### src/rtl/easyaxi_rd_arb.sv
// easyaxi_rd_arb: N-master to 1-slave AXI read-channel interconnect.
// Round-robin AR arbitration with a grant lock held across slave backpressure,
// R routing by the upper rid bits, and per-master outstanding-burst limits.
module easyaxi_rd_arb #(
   parameter  int unsigned MST_NUM = 4,
   parameter  int unsigned ID_W    = 4,
   parameter  int unsigned ADDR_W  = 32,
   parameter  int unsigned DATA_W  = 32,
   parameter  int unsigned LEN_W   = 8,
   parameter  int unsigned SIZE_W  = 3,
   parameter  int unsigned BURST_W = 2,
   parameter  int unsigned RESP_W  = 2,
   parameter  int unsigned MAX_OST = 2,
   localparam int unsigned IDX_W   = $clog2(MST_NUM),
   localparam int unsigned CNT_W   = $clog2(MAX_OST + 1)
) (
   input  logic                         clk,
   input  logic                         rst_n,
   // master side
   input  logic [MST_NUM-1:0]           mst_arvalid,
   output logic [MST_NUM-1:0]           mst_arready,
   input  logic [MST_NUM*ID_W-1:0]      mst_arid,
   input  logic [MST_NUM*ADDR_W-1:0]    mst_araddr,
   input  logic [MST_NUM*LEN_W-1:0]     mst_arlen,
   input  logic [MST_NUM*SIZE_W-1:0]    mst_arsize,
   input  logic [MST_NUM*BURST_W-1:0]   mst_arburst,
   output logic [MST_NUM-1:0]           mst_rvalid,
   input  logic [MST_NUM-1:0]           mst_rready,
   output logic [MST_NUM*ID_W-1:0]      mst_rid,
   output logic [MST_NUM*DATA_W-1:0]    mst_rdata,
   output logic [MST_NUM*RESP_W-1:0]    mst_rresp,
   output logic [MST_NUM-1:0]           mst_rlast,
   // slave side
   output logic                         slv_arvalid,
   input  logic                         slv_arready,
   output logic [IDX_W+ID_W-1:0]        slv_arid,
   output logic [ADDR_W-1:0]            slv_araddr,
   output logic [LEN_W-1:0]             slv_arlen,
   output logic [SIZE_W-1:0]            slv_arsize,
   output logic [BURST_W-1:0]           slv_arburst,
   input  logic                         slv_rvalid,
   output logic                         slv_rready,
   input  logic [IDX_W+ID_W-1:0]        slv_rid,
   input  logic [DATA_W-1:0]            slv_rdata,
   input  logic [RESP_W-1:0]            slv_rresp,
   input  logic                         slv_rlast
);

   typedef enum logic {ST_OPEN, ST_LOCK} lock_st_t;

   lock_st_t             lock_st_q;
   logic [IDX_W-1:0]     lock_idx_q;
   logic [IDX_W-1:0]     rr_ptr_q;
   logic [CNT_W-1:0]     ost_cnt_q [MST_NUM];

   logic [MST_NUM-1:0]   req;
   logic [IDX_W-1:0]     cand;
   logic [IDX_W-1:0]     win_idx;
   logic                 win_found;
   logic [IDX_W-1:0]     grant_idx;
   logic [IDX_W-1:0]     grant_nxt;
   logic                 ar_hs;
   logic [IDX_W-1:0]     rsel;
   logic                 rsel_ok;
   logic                 r_last_hs;
   logic [MST_NUM-1:0]   ost_inc;
   logic [MST_NUM-1:0]   ost_dec;

   // a master may request only while below its outstanding-burst limit
   always_comb begin
      req = '0;
      for (int unsigned i = 0; i < MST_NUM; i++) begin
         req[i] = mst_arvalid[i] & (ost_cnt_q[i] < CNT_W'(MAX_OST));
      end
   end

   // round-robin search starting at rr_ptr, wrapping at MST_NUM
   always_comb begin
      win_found = 1'b0;
      win_idx   = '0;
      cand      = '0;
      for (int unsigned k = 0; k < MST_NUM; k++) begin
         cand = IDX_W'((32'(rr_ptr_q) + k) % MST_NUM);
         if (!win_found && req[cand]) begin
            win_found = 1'b1;
            win_idx   = cand;
         end
      end
   end

   // a locked grant overrides arbitration until its handshake completes
   always_comb begin
      grant_idx   = (lock_st_q == ST_LOCK) ? lock_idx_q : win_idx;
      slv_arvalid = (lock_st_q == ST_LOCK) ? 1'b1 : win_found;
      ar_hs       = slv_arvalid & slv_arready;
      grant_nxt   = (32'(grant_idx) == MST_NUM - 1) ? '0 : grant_idx + 1'b1;
      mst_arready = '0;
      if (slv_arvalid) mst_arready[grant_idx] = slv_arready;
   end

   // granted master's AR payload, id tagged with its index
   assign slv_arid    = {grant_idx, mst_arid[grant_idx*ID_W +: ID_W]};
   assign slv_araddr  = mst_araddr[grant_idx*ADDR_W +: ADDR_W];
   assign slv_arlen   = mst_arlen[grant_idx*LEN_W +: LEN_W];
   assign slv_arsize  = mst_arsize[grant_idx*SIZE_W +: SIZE_W];
   assign slv_arburst = mst_arburst[grant_idx*BURST_W +: BURST_W];

   // lock and round-robin pointer state
   always_ff @(posedge clk or negedge rst_n) begin
      if (!rst_n) begin
         lock_st_q  <= ST_OPEN;
         lock_idx_q <= '0;
         rr_ptr_q   <= '0;
      end else if (ar_hs) begin
         lock_st_q  <= ST_OPEN;
         rr_ptr_q   <= grant_nxt;
      end else if (slv_arvalid && (lock_st_q == ST_OPEN)) begin
         lock_st_q  <= ST_LOCK;
         lock_idx_q <= win_idx;
      end
   end

   // R routing by the index bits of rid; unknown indices are drained
   always_comb begin
      rsel       = slv_rid[ID_W +: IDX_W];
      rsel_ok    = (32'(rsel) < MST_NUM);
      mst_rvalid = '0;
      slv_rready = 1'b1;
      if (rsel_ok) begin
         mst_rvalid[rsel] = slv_rvalid;
         slv_rready       = mst_rready[rsel];
      end
      r_last_hs  = slv_rvalid & slv_rready & slv_rlast & rsel_ok;
   end

   // R payload is broadcast; only the selected master sees rvalid
   assign mst_rid   = {MST_NUM{slv_rid[ID_W-1:0]}};
   assign mst_rdata = {MST_NUM{slv_rdata}};
   assign mst_rresp = {MST_NUM{slv_rresp}};
   assign mst_rlast = {MST_NUM{slv_rlast}};

   // per-master counter events
   always_comb begin
      ost_inc = '0;
      ost_dec = '0;
      if (ar_hs)     ost_inc[grant_idx] = 1'b1;
      if (r_last_hs) ost_dec[rsel]      = 1'b1;
   end

   // outstanding-burst counters; simultaneous inc/dec cancel, decrement saturates at 0
   always_ff @(posedge clk or negedge rst_n) begin
      if (!rst_n) begin
         for (int unsigned i = 0; i < MST_NUM; i++) ost_cnt_q[i] <= '0;
      end else begin
         for (int unsigned i = 0; i < MST_NUM; i++) begin
            if (ost_inc[i] && !ost_dec[i]) begin
               ost_cnt_q[i] <= ost_cnt_q[i] + CNT_W'(1);
            end else if (ost_dec[i] && !ost_inc[i] && (ost_cnt_q[i] != '0)) begin
               ost_cnt_q[i] <= ost_cnt_q[i] - CNT_W'(1);
            end
         end
      end
   end

endmodule

### config.mk
export PLATFORM = sky130hd
export DESIGN_NAME = easyaxi_rd_arb
export DESIGN_NICKNAME = d
export VERILOG_FILES = /design/src/rtl/easyaxi_rd_arb.sv
export SDC_FILE = /design/constraint.sdc
export NUM_CORES = 1
export LEC_CHECK = 0
export ABC_AREA = 1
export BUFFER_PORTS_ARGS = -buffer_cell sky130_fd_sc_hd__buf_2
export CAP_MARGIN = 20
export CORE_AREA = 2 2 180 182
export DETAILED_ROUTE_END_ITERATION = 6
export DIE_AREA = 0 0 182 184
export SLEW_MARGIN = 40
export SYNTH_ARGS = -nofsm -noshare
export SYNTH_HDL_FRONTEND = slang
export SYNTH_SLANG_ARGS = --single-unit
### constraint.sdc
create_clock -name clk -period 2.8 [get_ports clk]
set_clock_uncertainty 0.05 [all_clocks]
set_input_delay 0.28 -clock clk [delete_from_list [all_inputs] [get_ports clk]]
set_output_delay 0.28 -clock clk [all_outputs]
set_load 0.02 [all_outputs]
# == Yosys cells after proc, flatten, opt, wreduce, memory -nomap -nowiden ==
# Cells that the tools add are included.
# totals
output_inout_bits,217
word_cells,126
ff_bits,13
# classes
shift,5
muxes,38
eq_ne,1
n_lt_le_gt_ge,12
addsub,12
n_mul,1
reduce_logical,39
bitwise,11
# ops
op,count
128-bit by 8-bit variable part select with 32-bit output,1
32-bit by 6-bit variable part select with 8-bit output,1
2-bit 2-to-1 mux,14
1-bit logical AND,18
2-bit by 3-bit less-than comparator with 1-bit output (second input constant),6
2-bit nonzero test,9
16-bit by 5-bit variable part select with 4-bit output,1
1-bit 2-to-1 mux,14
2-bit by 1-bit adder with 2-bit output (second input constant),6
4-bit 2-to-1 mux,3
12-bit by 5-bit variable part select with 3-bit output,1
1-bit zero test,11
1-bit binary-select mux with 2-bit select,5
4-bit AND,2
2-bit less-than comparator (second input constant),4
8-bit by 4-bit variable part select with 2-bit output,1
2-bit by 1-bit subtractor with 2-bit output (second input constant),4
1-bit AND,7
2-bit adder (second input constant),2
1-bit demux with 2-bit select,2
2-bit by 1-bit greater-or-equal comparator with 1-bit output (second input constant),2
2-bit by 2-bit multiplier with 4-bit output (second input constant),1
2-bit equality test (second input constant),1
1-bit inverter,2
2-bit AND reduction,1

# == Depth between registers and ports, before layout ==
# Gate-level depths: netlist of run 1.
# depth
word_depth,25
depth_mapped,22
mapped_depth_nobuf,19

# == Worst setup path before layout of run 1 ==
# No wires, ideal clock.
# synth_timing
path_kind,register to register
startpoint,reg rr_ptr_q[0]
endpoint,reg ost_cnt_q[3] (netlist bit)
t_required_ps,2623
stages_incl_launch_ff,16
synth_period_minus_slack_ps,2554
setup_ps,127
path_slack_ps,246
arrival_time_ps,2378
n_path_buf,2
cell_sequence,dfrtp_1 buf_4 nand3_1 nand3_1 nand2_1 nand4_1 nand3_1 nand2_1 nand2_1 buf_2 ha_1 nand2_1 nor2_1 nand3_1 nand3_1 o21ai_0
# synth_between
elab_chain_len,22
# synth_rtl
item,line,text
start: declaration,53,logic [IDX_W-1:0] rr_ptr_q;
start signal: assignment,116,rr_ptr_q <= grant_nxt;
branches (longest 11 deep; another with 2-bit by 1-bit adder with 2-bit output),-,
2-bit 2-to-1 mux (*),84,if (!win_found && req[cand]) begin
2-bit 2-to-1 mux (*),93,grant_idx = (lock_st_q == ST_LOCK) ? lock_idx_q : win_idx;
via slv_arid[5],36,"output logic [IDX_W+ID_W-1:0] slv_arid,"
2-bit by 3-bit less-than comparator with 1-bit output (not written as such) / 2-bit by 1-bit greater-or-equal comparator with 1-bit output (equally long branches),146,if (ar_hs) ost_inc[grant_idx] = 1'b1;
1-bit logical AND (not written as such),146,
1-bit 2-to-1 mux (not written as such),146,
1-bit demux with 2-bit select (*),146,
4-bit 2-to-1 mux (*),146,
1-bit zero test,158,end else if (ost_dec[i] && !ost_inc[i] && (ost_cnt_q[i] != '0)) begin
1-bit logical AND (2 in series),158,
2-bit nonzero test (no source line),-,
end signal: indexed assignment,157,ost_cnt_q[i] <= ost_cnt_q[i] + CNT_W'(1);
end signal: indexed assignment,159,ost_cnt_q[i] <= ost_cnt_q[i] - CNT_W'(1);
end: declaration,54,logic [CNT_W-1:0] ost_cnt_q [MST_NUM];
# Mark *: on every way through the listed nets, which the timed path passes. The select of a mux whose other input is x is not followed.
# A chain may end at the register's enable or synchronous reset.

# == Worst setup path in the final report of run 1 ==
# layout_timing
startpoint,reg ost_cnt_q[5] (netlist bit)
endpoint,out mst_arready[0]
# layout_between
elab_chain_len,21
# layout_rtl
item,line,text
2-bit less-than comparator (*),73,req[i] = mst_arvalid[i] & (ost_cnt_q[i] < CNT_W'(MAX_OST));
1-bit AND (*),73,
1-bit binary-select mux with 2-bit select,84,
1-bit 2-to-1 mux (not written as such),84,
1-bit 2-to-1 mux,84,
1-bit zero test,84,
1-bit logical AND,84,
1-bit 2-to-1 mux,84,
[5 not listed],-,
2-bit 2-to-1 mux,84,
2-bit 2-to-1 mux,93,
2-bit by 3-bit less-than comparator with 1-bit output (not written as such) / 2-bit by 1-bit greater-or-equal comparator with 1-bit output (equally long branches),98,if (slv_arvalid) mst_arready[grant_idx] = slv_arready;
1-bit logical AND (not written as such),98,
1-bit 2-to-1 mux (not written as such),98,
1-bit demux with 2-bit select,98,
4-bit AND (no source line),-,
4-bit 2-to-1 mux (*),98,
end: declaration,21,"output logic [MST_NUM-1:0] mst_arready,"
# Mark *: on every way between the ends. The rest lies on a longest branch, timed or not. The select of a mux whose other input is x is not followed.

==> metrics.sh, run 1 <==
CTS-ROOT-TO-SINK-BUFFERS=2
CP_DATA_REQUIRED_TIME_NS=2.47
DRC=0
FILLER_CELL_COUNT=3620
SYNTH_EDF_COUNT=0
DETAILROUTE.VIA_COUNT=5781
MOST_FREQUENTLY_USED_CELL_TYPE_IN_THE_POST_SYNTHESIS_NETLIST='sky130_fd_sc_hd__nand3_1'
WORST_EP_ARRIVAL_TIME_NS=2.43
FINALWORSTSETUPSLACK_NS=0.0421
DRTITER0DRC=198
FINAL_MAX_SLEW_VIOL_COUNT=0
CLKSINKCOUNT=13
CRITICAL_PATH_CLASS='reg -> out'
SEQ_TOTAL_AREA_YOSYS_PCT=6.67
TRITONCTS.NUM_BUFFERS=3
INITIAL_CELL_DENSITY_OF_THE_CORE_PCT=15.5
ANTENNA_VIOLATING_NETS_POST_ROUTE=0
WORSTHOLDPATHTYPE='in -> reg'
GLOBAL_ROUTE_WIRE_LENGTH_BEFORE_REPAIR_MM=26.5
PERIOD_SHARE_PCT=98.5
YOSYS_WARNINGS=0
WORST_SETUP_HOLD_PATH_CLK_SLEW_NS=0.05
DIEHEIGHT_UM=184
GROUTE.LAYER.MET2.USAGE_PCT=17.9
SYN_INST=930
USE_MET3_PCT=2.48
SYNTH_SEQ_CELLS=13
YS_TOP_CELLS_BY_AREA='sky130_fd_sc_hd__buf_4 24%, sky130_fd_sc_hd__nand3_1 24%, sky130_fd_sc_hd__inv_1 17%'
AREA_OF_THE_DIE_MM2=0.0335
WORSTPATHMAXFANOUT=10
HPWL_MM=14.2
NUMBER_OF_ENDPOINTS_FAILING_SETUP_AT_THE_FINAL_STAGE=0
NETLIST_TOP_CELLS_COUNT='233 x sky130_fd_sc_hd__nand3_1, 224 x sky130_fd_sc_hd__inv_1, 214 x sky130_fd_sc_hd__nand2_1'
FMAXACHIEVABLE_GHz=0.363
DR.PASS1.ITERS=4
FINALNONFILLERCELLS=1452
GRT_ANTENNA_BEFORE_REPAIR=1
MAPPEDNETLISTNETS=1183
STARTPOINT='ost_cnt_q[5]$_DFFE_PN0P_'
FINAL_LAYOUT_SIZE_SUFFIX_GT1_SHARE_PCT=38.8
CLK_ROOT_BUFFER_CELL='sky130_fd_sc_hd__clkbuf_16'
DRV.MAX_CAP_VIOLATION_COUNT=0
NET-SWITCHING-POWER_mW=5.31
PEAKVDDDROP_uV=589
HOLD-WORST-SLACK_NS=0.296
HTREE_LEVELS=1
FINALSETUPTNS_NS=0
GRT_SETUP_UNREPAIRED='true'
SLEW_HEADROOM_PCT=68.4
MAXIMUM_NUMBER_OF_PINS_ON_ONE_NET_BEFORE_GLOBAL_ROUTE_REPAIR=41
IO_BUFFERS=275
DESIGN.PORTCOUNT=466
REG2REG_TO='ost_cnt_q[1]$_DFFE_PN0P_'
TOTALWIRELENGTH_MM=20.6
WORSTREGTOREGCELLS=20
TIMING.CRITICAL_PATH.FROM_TYPE='register'
NUM-NETS-FINAL=1303
GRT.OVERFLOW.TOTAL=0
FF2FF_SETUP_SLACK_NS=0.29
FINAL_PERIOD_MINUS_WORST_SETUP_SLACK_NS=2.76
DP_SLACK_NS=0.114
ASYNC_SET_OR_RESET_FLOP_FRACTION_IN_THE_SYNTHESIZED_NETLIST_PCT=100
GLOBALPLACE.CONGESTION=0.815
POST_SYNTH.CELL_AREA_AVG_UM2=5.24
POST_DRT_VIA_CELL_RATIO=3.98
GLOBAL_ROUTE.USAGE.TOTAL_PCT=9.86
SYNTH-MAIN-FF-CELL='sky130_fd_sc_hd__dfrtp_1'
INTERNAL-POWER_mW=3.88
GRT_PASS1_VIAS=5235
SWITCHING_POWER_AS_A_SHARE_OF_TOTAL_POWER_PCT=57.8
P_COMB_SHARE_PCT=93.0
SYNTH_LARGEST_AREA_CELL='sky130_fd_sc_hd__buf_4'
TRITONCTS='done'
POST_SYNTHESIS_CELL_AREA_MM2=0.00488
P_TOTAL_mW=9.19
GRT.MET1_USAGE_PCT=11.5
AREA_GROWTH_SYN_TO_LAYOUT_PCT=32.6
REG2REG_FROM='rr_ptr_q[0]$_DFFE_PN0N_'
FINAL_HOLD_VIOL_COUNT=0
POWER.SHARE.CLOCK_PCT=3.0
WORST_SETUP_PATH_ENDPOINT='mst_arready[0]'
NUM_ROWS=65
CORE_MM2=0.0314
BUSIEST_LAYER='met2'
POST_DRT_WL_PER_CELL_UM=14.2
DPL.CELL_COUNT=1425
POWER.SHARE.SEQUENTIAL_PCT=4.1
WORST_SKEW_PAIR.LATE_LATENCY_NS=0.24
SYNTHDOMINANTCELLAREASHARE_PCT=24.3
DIE_W_UM=182
P_LEAK_nW=4.10
CRITICAL_PATH_ENDPOINT_CATEGORY='output pin'
WORST_SLEW_PIN_SLEW_NS=0.472
RUN_STATUS='complete, no violations'
POWER.DENSITY_mW_PER_MM2=1420
SYNTH_CELL_TYPE_COUNT=22
cell usage in the layout, fill, tap and decap left out, types with 2 or more instances in the layout:
cell / netlist / layout
sky130_fd_sc_hd__a21oi_1: 2 / 2
sky130_fd_sc_hd__buf_16: 0 / 4
sky130_fd_sc_hd__dfrtp_1: 13 / 11
sky130_fd_sc_hd__nand4_1: 4 / 4
sky130_fd_sc_hd__nand2_2: 6 / 42
sky130_fd_sc_hd__ha_4: 0 / 2
sky130_fd_sc_hd__buf_4: 158 / 12
sky130_fd_sc_hd__clkbuf_16: 0 / 12
sky130_fd_sc_hd__nand3_4: 0 / 4
sky130_fd_sc_hd__nand3_1: 233 / 213
sky130_fd_sc_hd__nand2_1: 214 / 172
sky130_fd_sc_hd__inv_1: 224 / 217
sky130_fd_sc_hd__inv_4: 1 / 2
sky130_fd_sc_hd__buf_8: 0 / 2
sky130_fd_sc_hd__nand2_4: 0 / 5
sky130_fd_sc_hd__nor3_1: 2 / 2
sky130_fd_sc_hd__nand3_2: 4 / 20
sky130_fd_sc_hd__buf_2: 17 / 257
sky130_fd_sc_hd__dfrtp_2: 0 / 2
sky130_fd_sc_hd__nor2_1: 13 / 11
sky130_fd_sc_hd__inv_2: 3 / 8
sky130_fd_sc_hd__buf_12: 0 / 6
sky130_fd_sc_hd__o21ai_0: 5 / 5
sky130_fd_sc_hd__buf_6: 12 / 22
sky130_fd_sc_hd__nor2_4: 0 / 2
sequential cells by signal (all words and copies together), names as in the netlist:
signal and cells:
rr_ptr_q 2, lock_st_q 1, ost_cnt_q 8, lock_idx_q 2
power by group through the flow:
stage          clock network, mW  logic (mW)  registers (mW)
2_1_floorplan                  0        4.79           0.326
3_3_place_gp                   0        6.25           0.361
3_5_place_dp                   0        6.32           0.365
4_1_cts                    0.283        6.78           0.361
5_1_grt                    0.287        9.33           0.385
6_report                   0.274        8.55           0.373
metal layers:
layer  share of wire [%]  vias up  routed length (um)
met5               0.063        -                  13
met4                 2.4        2                 485
met3                 8.3       42                1700
met2                  49      276               10100
met1                  40     2575                8210
li1                    -     2886                   -
final cells by class:
| type | count | area [um2] | share of cell area, % |
|---|---|---|---|
| inverter | 228 | 866 | 13.4 |
| timing repair buffer | 313 | 2120 | 32.8 |
| multi-input combinational | 491 | 2570 | 39.7 |
| antenna | 1 | 2.50 | 0.0387 |
| tap | 402 | 503 | 7.78 |
| clock buffer | 4 | 78.8 | 1.22 |
| sequential | 13 | 328 | 5.07 |
kinds of logic (layout without fill, tap and decap cells):
group / count (synthesis) / in the layout / synth area share, %
AND/OR/NAND/NOR: 477 / 477 / 43.8
buffers and inverters: 426 / 545 / 47.3
flip-flops: 13 / 13 / 6.67
AO/OA/AOI/OAI: 10 / 10 / 1.18
adder cells (fa/ha/maj): 4 / 4 / 1.03
other: 0 / 1 / 0
worst min path at each step:
stage,startpoint,depth (start not counted),end
6_report,slv_arready,2,lock_st_q$_DFFE_PN0P_
5_1_grt,slv_arready,2,lock_st_q$_DFFE_PN0P_
4_1_cts,slv_arready,2,lock_st_q$_DFFE_PN0P_
3_5_place_dp,rst_n,1,ost_cnt_q[0]$_DFFE_PN0P_
3_3_place_gp,rst_n,1,ost_cnt_q[0]$_DFFE_PN0P_
2_1_floorplan,rst_n,0,lock_idx_q[0]$_DFFE_PN0P_
worst max-delay path, cell delays in order (launching register included):
cell and delay (ns):
sky130_fd_sc_hd__dfrtp_1 0.37, sky130_fd_sc_hd__inv_1 0.13, sky130_fd_sc_hd__nand3_1 0.17, sky130_fd_sc_hd__nand2_2 0.12
sky130_fd_sc_hd__nand2_1 0.05, sky130_fd_sc_hd__a31oi_1 0.21, sky130_fd_sc_hd__nand3_1 0.14, sky130_fd_sc_hd__nand2_1 0.10
sky130_fd_sc_hd__nand2_2 0.10, sky130_fd_sc_hd__inv_4 0.21, sky130_fd_sc_hd__ha_1 0.21, sky130_fd_sc_hd__nand2_2 0.08
sky130_fd_sc_hd__nor2_4 0.16, sky130_fd_sc_hd__buf_6 0.14
what timing repair did:
action	4_1_cts	5_1_grt
setup endpoints to repair	34	53
setup buffers	3	6
hold buffers	1	0
resized for setup	11	135
cloned	2	10
endpoints found under the hold margin	13	0
pin swaps	1	13
per-stage QoR:
stage,utilization [%],area (um2)
floorplan,-,4880
global placement,17.5,5500
detailed placement,17.5,5500
CTS,18.2,5720
global route,20.6,6460
finish,20.6,6470
Power figures use the tool's default switching activity.
==> run 2, diff against run 1 <==
- CORE_AREA: 2 2 180 182 -> 3 3 178 180
- DIE_AREA: 0 0 182 184 -> 0 0 181 183
- clock period: 2.8 -> 2.4 ns (I/O delays scaled with it)
==> run 2 against run 1 <==
The flow now finishes with violations (negative setup slack). Clock power increased by 19%. Core utilization increased by 3.8 points. Count of clock-buffer cells in the layout unchanged. Combinational power increased by 45%. Largest cell class unchanged. Global-route usage increased by 1.1 points.
==> metrics.sh, run 2 (same netlist as run 1, synthesis figures left out) <==
CRITICAL_PATH_ENDPOINT_CATEGORY='output pin'
WORST_EP_ARRIVAL_TIME_NS=2.47
GRT_ANTENNA_BEFORE_REPAIR=1
CP_DATA_REQUIRED_TIME_NS=2.11
FMAXACHIEVABLE_GHz=0.362
DETAILROUTE.VIA_COUNT=5964
P_TOTAL_mW=13.2
GRT_SETUP_UNREPAIRED='true'
NET-SWITCHING-POWER_mW=7.00
GLOBAL_ROUTE.USAGE.TOTAL_PCT=10.9
SLEW_HEADROOM_PCT=71.4
RUN_STATUS='finished with violations'
FINAL_MAX_SLEW_VIOL_COUNT=0
TIMING.CRITICAL_PATH.MAX_DELAY_FAMILY='simple AND/OR/NAND/NOR gates'
POWER.SHARE.CLOCK_PCT=2.5
AREA_OF_THE_DIE_MM2=0.0331
MAXIMUM_NUMBER_OF_PINS_ON_ONE_NET_BEFORE_GLOBAL_ROUTE_REPAIR=62
P_LEAK_nW=4.54
NUM-NETS-FINAL=1338
FINAL_HOLD_VIOL_COUNT=0
LAYOUT_COMMONEST_CELL='sky130_fd_sc_hd__buf_2'
DESIGN.PORTCOUNT=466
TIMING.CRITICAL_PATH.FROM_TYPE='register'
FAILED_CHECKS='negative setup slack'
WORSTPATHMAXFANOUT=7
ANTENNA_VIOLATING_NETS_POST_ROUTE=0
POST_DRT_WL_PER_CELL_UM=14.6
CRITICAL_PATH.N_BUFFERS_INVERTERS=5
WORST_SETUP_HOLD_PATH_CLK_SLEW_NS=0.05
GLOBAL_ROUTE_WIRE_LENGTH_BEFORE_REPAIR_MM=29.2
POST_DRT_VIA_CELL_RATIO=4.03
WORSTHOLDPATHTYPE='in -> reg'
CLK_ROOT_BUFFER_CELL='sky130_fd_sc_hd__clkbuf_16'
HPWL_MM=14.6
FINAL_CELL_MIX='240 x sky130_fd_sc_hd__buf_2, 218 x sky130_fd_sc_hd__inv_1, 185 x sky130_fd_sc_hd__nand3_1, 134 x sky130_fd_sc_hd__nand2_1, 62 x sky130_fd_sc_hd__nand2_2'
DP_SLACK_NS=-0.314
FINALWORSTSETUPSLACK_NS=-0.360
POWER.DENSITY_mW_PER_MM2=1780
DRC=0
WORST_SKEW_PAIR.LATE_LATENCY_NS=0.25
LARGEST_REGISTER_FFS=8
TRITONCTS='done'
PEAKVDDDROP_uV=1040
FINALNONFILLERCELLS=1481
HTREE_LEVELS=1
SWITCHING_POWER_AS_A_SHARE_OF_TOTAL_POWER_PCT=53.0
FINAL_PERIOD_MINUS_WORST_SETUP_SLACK_NS=2.76
ORDERED_LIST_OF_CELLS_ON_THE_WORST_PATH='clkinv_4 -> nand2_2 -> nand2_2 -> nand3_2 -> nand2_4 -> nand2_2 -> nand2_1 -> nand2_1 -> nand2_2 -> o21ai_4 -> buf_12 -> buf_12 -> clkbuf_16 -> nand2_1 -> nand3_1 -> nand2_2 -> buf_6'
CRITPATHMOSTFREQUENTCELL='sky130_fd_sc_hd__nand2_2'
DIEHEIGHT_UM=183
CTS-ROOT-TO-SINK-BUFFERS=2
TRITONCTS.NUM_BUFFERS=3
GRT.OVERFLOW.TOTAL=0
NUMBER_OF_ENDPOINTS_FAILING_SETUP_AT_THE_FINAL_STAGE=62
PERIOD_SHARE_PCT=115
INTERNAL-POWER_mW=6.20
DR.PASS1.ITERS=5
CLKSINKCOUNT=13
LARGEST-REGISTER='ost_cnt_q'
TOTALWIRELENGTH_MM=21.6
CRITICAL_PATH_CLASS='reg -> out'
GRT_PASS1_VIAS=5456
CRITICAL-PATH-SLOWEST-CELL='sky130_fd_sc_hd__dfrtp_2'
GLOBALPLACE.CONGESTION=0.828
P_COMB_SHARE_PCT=94.2
REG_TOP3='ost_cnt_q (8), lock_idx_q (2), rr_ptr_q (2)'
WORST_SLEW_PIN_SLEW_NS=0.427
DRTITER0DRC=253
NUM_ROWS=64
FINAL_LAYOUT_SIZE_SUFFIX_GT1_SHARE_PCT=47.0
IO_BUFFERS=275
DPL.CELL_COUNT=1432
AREA_GROWTH_SYN_TO_LAYOUT_PCT=52.0
DRV.MAX_CAP_VIOLATION_COUNT=0
DIE_W_UM=181
CRIT_PATH_MAX_INCR_DELAY_NS=0.45
CORE_MM2=0.0303
POWER.SHARE.SEQUENTIAL_PCT=3.3
INITIAL_CELL_DENSITY_OF_THE_CORE_PCT=16.1
-- run 2: power groups by stage --
| stage | combinational [mW] | sequential [mW] | clock [mW] |
|---|---|---|---|
| after detailed placement | 7.84 | 0.421 | 0 |
| final | 12.4 | 0.432 | 0.327 |
| after floorplan | 5.62 | 0.381 | 0 |
| after CTS | 9.96 | 0.416 | 0.332 |
| after global routing | 13.4 | 0.452 | 0.350 |
| after global placement | 7.82 | 0.416 | 0 |
-- run 2: timing repair --
item                                   4_1_cts  5_1_grt
setup endpoints to repair                   63       65
hold buffers                                 1        0
buffers inserted                            22        9
endpoints found under the hold margin       13        0
gates resized for setup                     81      201
pin swaps                                   14       35
gates cloned                                 6        8
-- run 2: per-layer routing --
layer	global-route usage, %	vias to the layer above	wire [um]	part of all wire [%]
li1	-	2956	-	-
met1	13.0	2644	8260	38
met2	18.9	303	10700	49
met3	3.31	61	2090	9.7
met4	3.50	0	563	2.6
met5	0	-	0	0
-- run 2: final timing paths --
kind / startpoint / to / slack (ns) / depth (start not counted)
setup / recovery: rr_ptr_q[0]$_DFFE_PN0N_ / slv_araddr[10] / -0.36 / 17
hold / removal: slv_arready / lock_st_q$_DFFE_PN0P_ / 0.27 / 2
setup reg to reg: rr_ptr_q[0]$_DFFE_PN0N_ / ost_cnt_q[1]$_DFFE_PN0P_ / -0.21 / 22
hold reg to reg: lock_idx_q[1]$_DFFE_PN0P_ / lock_idx_q[1]$_DFFE_PN0P_ / 0.42 / 2
max in group asynchronous: rst_n / rr_ptr_q[0]$_DFFE_PN0N_ / 1.65 / 2
min in group asynchronous: rst_n / ost_cnt_q[2]$_DFFE_PN0P_ / 0.38 / 2
-- run 2: final cells by class --
cell class,count,area [um2]
fill,3382,22900
timing repair buffer,348,2710
multi-input combinational,491,2920
inverter,228,878
sequential,13,328
clock buffer,4,78.8
tap,396,495
antenna,1,2.50
-- run 2: per-stage QoR --
| stage | utilization (%) | hold WS, ns | area [um2] | TNS, ns |
|---|---|---|---|---|
| detailed placement | 18.6 | 0.111 | 5650 | -10.28 |
| global placement | 18.6 | 0.103 | 5650 | -7.18 |
| global route | 24.4 | 0.299 | 7410 | -26.14 |
| CTS | 21.2 | 0.230 | 6440 | -16.16 |
| floorplan | - | -0.106 | 4890 | -0.0238 |
| finish | 24.4 | 0.268 | 7410 | -15.20 |
